<file path="config.mk">
export PLATFORM = sky130hd
export DESIGN_NAME = hll_harmonic_sum
export DESIGN_NICKNAME = d
export VERILOG_FILES = /design/src/rtl/hll_harmonic_sum.sv
export SDC_FILE = /design/constraint.sdc
export NUM_CORES = 1
export LEC_CHECK = 0
export ABC_AREA = 1
export CORE_UTILIZATION = 59
export DETAILED_ROUTE_END_ITERATION = 16
export PLACE_DENSITY = 0.79
export SLEW_MARGIN = 20
export SYNTH_ARGS = -nofsm -noshare
export SYNTH_HDL_FRONTEND = slang
export SYNTH_SLANG_ARGS = --single-unit
</file>
<file path="constraint.sdc">
create_clock -name clk -period 4.32 [get_ports clk]
set_clock_uncertainty 0.1 [all_clocks]
set_input_delay 0.648 -clock clk [delete_from_list [all_inputs] [get_ports clk]]
set_output_delay 0.648 -clock clk [all_outputs]
set_load 0.05 [all_outputs]
</file>
<file path="src/rtl/hll_harmonic_sum.sv">
// hll_harmonic_sum: scans the HLL rank-register bank once per start and
// produces the fixed-point harmonic sum S = sum_j 2^-M[j] plus the count of
// zero registers, presented as a one-cycle valid/data pulse for newton_div.
module hll_harmonic_sum #(
  parameter int NUM_REGS   = 1024,
  parameter int RANK_W     = 5,
  parameter int FRAC_BITS  = 21,
  parameter int RD_LATENCY = 1
) (
  input  logic                        clk,
  input  logic                        rst,
  input  logic                        start,
  output logic                        busy,
  output logic                        rd_en,
  output logic [$clog2(NUM_REGS)-1:0] rd_addr,
  input  logic [RANK_W-1:0]           rd_data,
  output logic                        sum_valid,
  output logic [31:0]                 sum_value,
  output logic [$clog2(NUM_REGS):0]   zero_count
);

  localparam int AW = $clog2(NUM_REGS);
  localparam int ZW = AW + 1;

  typedef enum logic [1:0] {IDLE, SCAN, DRAIN, DONE} state_t;

  state_t                  state, state_nx;
  logic [AW-1:0]           addr_q;
  logic [2:0]              drain_cnt;
  logic [RD_LATENCY-1:0]   vld_sr;
  logic [31:0]             acc;
  logic [ZW-1:0]           zc;
  logic [31:0]             rank_ext;
  logic [31:0]             term;
  logic [32:0]             sum_w;

  assign rd_en     = (state == SCAN);
  assign busy      = (state != IDLE);
  assign sum_valid = (state == DONE);
  assign rd_addr   = addr_q;

  // Per-datum term 2^(FRAC_BITS - rank); ranks beyond FRAC_BITS contribute nothing
  always_comb begin
    rank_ext = 32'(rd_data);
    term     = '0;
    if (rank_ext <= 32'(FRAC_BITS))
      term = 32'd1 << (32'(FRAC_BITS) - rank_ext);
    sum_w = {1'b0, acc} + {1'b0, term};
  end

  // Next-state logic
  always_comb begin
    state_nx = state;
    case (state)
      IDLE:    if (start) state_nx = SCAN;
      SCAN:    if (addr_q == AW'(NUM_REGS - 1)) state_nx = DRAIN;
      // DRAIN lasts RD_LATENCY+1 cycles: RD_LATENCY for the last datum to
      // arrive and one more for it to settle into acc before it is latched.
      DRAIN:   if (drain_cnt == 3'(RD_LATENCY)) state_nx = DONE;
      DONE:    state_nx = IDLE;
      default: state_nx = IDLE;
    endcase
  end

  // State register, read address and drain counter
  always_ff @(posedge clk) begin
    if (rst) begin
      state     <= IDLE;
      addr_q    <= '0;
      drain_cnt <= '0;
    end else begin
      state <= state_nx;
      if (state == IDLE && start)
        addr_q <= '0;
      else if (state == SCAN)
        addr_q <= addr_q + 1'b1;
      if (state == DRAIN)
        drain_cnt <= drain_cnt + 1'b1;
      else
        drain_cnt <= '0;
    end
  end

  // Read-valid tracking: bit RD_LATENCY-1 marks a cycle carrying valid rd_data
  always_ff @(posedge clk) begin
    if (rst) vld_sr <= '0;
    else     vld_sr <= RD_LATENCY'({vld_sr, rd_en});
  end

  // Saturating harmonic-sum accumulator and zero counter
  always_ff @(posedge clk) begin
    if (rst) begin
      acc <= '0;
      zc  <= '0;
    end else if (state == IDLE && start) begin
      acc <= '0;
      zc  <= '0;
    end else if (vld_sr[RD_LATENCY-1]) begin
      acc <= sum_w[32] ? '1 : sum_w[31:0];
      zc  <= zc + ZW'(rd_data == '0);
    end
  end

  // Result registers, loaded as DONE is entered and held until the next result
  always_ff @(posedge clk) begin
    if (rst) begin
      sum_value  <= '0;
      zero_count <= '0;
    end else if (state == DRAIN && state_nx == DONE) begin
      sum_value  <= (acc == '0) ? 32'd1 : acc;
      zero_count <= zc;
    end
  end

endmodule

</file>
==> impl_metrics.yaml <==
status:
  status: "finished, final reports clean"
sta:
  finalSetupViolations: 0
  fin_crit_ns: 3.827
  finalHoldViolations: 0
  clock.fmax_mhz: 261.3
  tightest_slew_ns: 0.6467
  finalCritPeriodShare_pct: 88.59
  rsz0062_at_grt: "false"
  setup_tns_ns: 0
  report.final.slew_viol_count: 0
  worst_slack_ns: 0.4928
  relSlewSlack_pct: 56.84
logic_synthesis:
  synth.top_cell.area_share_pct: 29.57
  ys_types: 40
  synth_ff_type: "dfxtp_1"
  ys_warn_count: 0
  synth_seq_cells: 102
  yosys-top-cells-area: "dfxtp_1 (30%), nand2_1 (19%), inv_1 (9.0%), nor2_1 (7.4%), ha_1 (7.1%)"
  synth_edf_count: 0
  syn_avg_cell_area_um2: 6.128
  synthCells: 1127
  syn_area_um2: 6907
  async_flop_share_pct: 0
  syn-num-nets: 1175
  synth_top_area_cell: "dfxtp_1"
  seq_area_frac_synth_pct: 29.57
pwr:
  leakage_nw: 3.895
  cell_internal_pwr_mw: 1.543
  comb_power_share_pct: 10.5
  p_clk_share_pct: 42.5
  seqPwrFrac_pct: 47.1
  switching_power_mw: 0.5272
  powerDensity_nw_per_um2: 258.2
  switching_share_pct: 25.47
  irDropWorstVdd_mv: 0.2938
setup_path:
  worstPathRequired_ns: 4.46
  crit_path_start_kind: "input pin"
  crit_type: "in -> reg"
  path_max_fanout: 6
  cp-end-kind: "flip-flop"
  crit_arrival_ns: 3.97
place:
  port_buffers: 63
  placed_cell_area_um2: 7685
  place_hpwl_um: 14880
  place_congestion: 1.026
  dp_cells: 1316
  pre_cts_ws_ns: 0.2118
finish:
  layout_common_cells: "nand2_1 (341), inv_1 (166), nor2_1 (137)"
  fin_cells: 1332
  fin_nets: 1232
  area_growth_pct: 16.05
  n_antenna_cell: 0
  layout-drive-gt1-share_pct: 6.812
  fin_area_um2: 8015
  layout_commonest_cell: "nand2_1"
clocking:
  clock-sinks: 102
  cts_resized: 0
  clk_pin_slew_worst_paths_ns: 0.07
  cts_max_level: 3
  cts.path.max_buffers: 2
  cts_buffers: 9
  cts_hold_buffers: 0
  post-cts-setup-buffers: 0
  cts_tree: "done"
  cts_root_buf: "clkbuf_16"
  insertion_delay_ns: 0.34
grt:
  grt_pass1_wl_um: 29610
  grt_start_max_net_pins: 47
  grt_pass1_vias: 6227
  grt-ovfl-total: 0
  grt_usage_pct: 31.95
  antenna_found_initial: 0
floorplan:
  die_w_um: 110.2
  fp.dieH_um: 110.2
  row_count: 39
  core_um2: 11420
  pin_count: 64
  initial_core_util_pct: 60.49
  dieArea_um2: 12140
route:
  first_pass_iters: 6
  vias: 7042
  post_drt_via_cell_ratio: 5.287
  route.detailed.drc: 0
  drt_wl_total_um: 18760
  wl_per_cell_um: 14.09
  drt_iter0_drc: 768
  ant_nets: 0
flow_run:
  drv_cap: 0
hold_path:
  hp-class: "reg -> reg"
[registers in the layout, summed over array words and instances, names as in the netlist]
register / count
acc: 32
sum_value: 32
zc: 11
zero_count: 11
rd_addr: 10
drain_cnt: 3
state: 2
vld_sr: 1
[through the flow]
step                      power (mW)  hold slack (ns)  util, %
after floorplan                1.142           0.3215        -
after global placement         1.206           0.3357    67.30
after detailed placement       1.207           0.3465    67.30
after CTS                      2.075           0.3620    70.20
after global routing           2.140           0.3837    70.20
final                          2.070           0.3587    70.20
[path summary, 6_finish.rpt]
| check | start | cells after the start | to | slack (ns) |
|---|---|---|---|---|
| max reg2reg | acc[0]$_SDFFE_PP0P_ | 12 | acc[1]$_SDFFE_PP0P_ | 1.95 |
| max | rd_data[1] | 19 | acc[31]$_SDFFE_PP0P_ | 0.49 |
| min | drain_cnt[0]$_SDFF_PP0_ | 1 | drain_cnt[0]$_SDFF_PP0_ | 0.36 |
| min reg2reg | drain_cnt[0]$_SDFF_PP0_ | 1 | drain_cnt[0]$_SDFF_PP0_ | 0.36 |
[kinds of logic after synthesis]
group	after synthesis	synth area share (%)
compound gates	139	10.53
buf+inv	201	11.34
xor+xnor	18	2.283
flops	102	29.57
fa+ha+maj	40	7.355
simple gates	627	38.93
[synthesized netlist by cell type (all sizes together) (3+ instances only)]
cell type,n
a21oi,86
a31oi,3
and2,7
and3,4
buf,8
clkbuf,21
dfxtp,102
ha,39
inv,172
nand2,362
nand3,54
nand4,24
nor2,155
nor3,12
nor3b,3
nor4,4
o21ai,45
xnor2,3
xor2,15
[cell type report]
class | count | area (um2)
multi-input cells | 824 | 4085
fillers | 1028 | 3403
flip-flops and latches | 102 | 2042
repair buffers | 75 | 733.2
inverters | 172 | 645.6
clock buffers | 9 | 225.2
well taps | 143 | 178.9
clock inverters | 7 | 105.1
[worst max-delay path, cell delays in order]
cell	delay (ns)
clkdlybuf4s50_1	0.56
ha_1	0.20
nor2_1	0.06
nor2_1	0.27
nor2_1	0.12
buf_4	0.17
nand4_1	0.09
nor2_1	0.07
ha_1	0.38
nand2_1	0.15
nor2_1	0.31
and2_1	0.26
nand2_1	0.07
nand2_1	0.19
nand2_1	0.11
nand3_1	0.08
nand2_1	0.06
nor2_2	0.13
nor2_2	0.03
[metal layers]
metal  part of all wire (%)  routed length (um)  track usage, %  up-vias
met5                      0                   0               0        -
met4                    3.5                 658           15.04        0
met3                    6.7                1257           3.939       35
met2                     44                8236           50.36      254
met1                     46                8610           43.40     3097
li1                       -                   -               -     3656
[power by group through the flow]
stage | combinational [mW] | sequential, mW | clock [mW]
6_report | 0.217 | 0.974 | 0.879
5_1_grt | 0.241 | 0.976 | 0.923
4_1_cts | 0.213 | 0.973 | 0.888
3_5_place_dp | 0.212 | 0.995 | 0
3_3_place_gp | 0.211 | 0.995 | 0
2_1_floorplan | 0.151 | 0.991 | 0
Note: power is estimated with default switching activity, not from simulation.
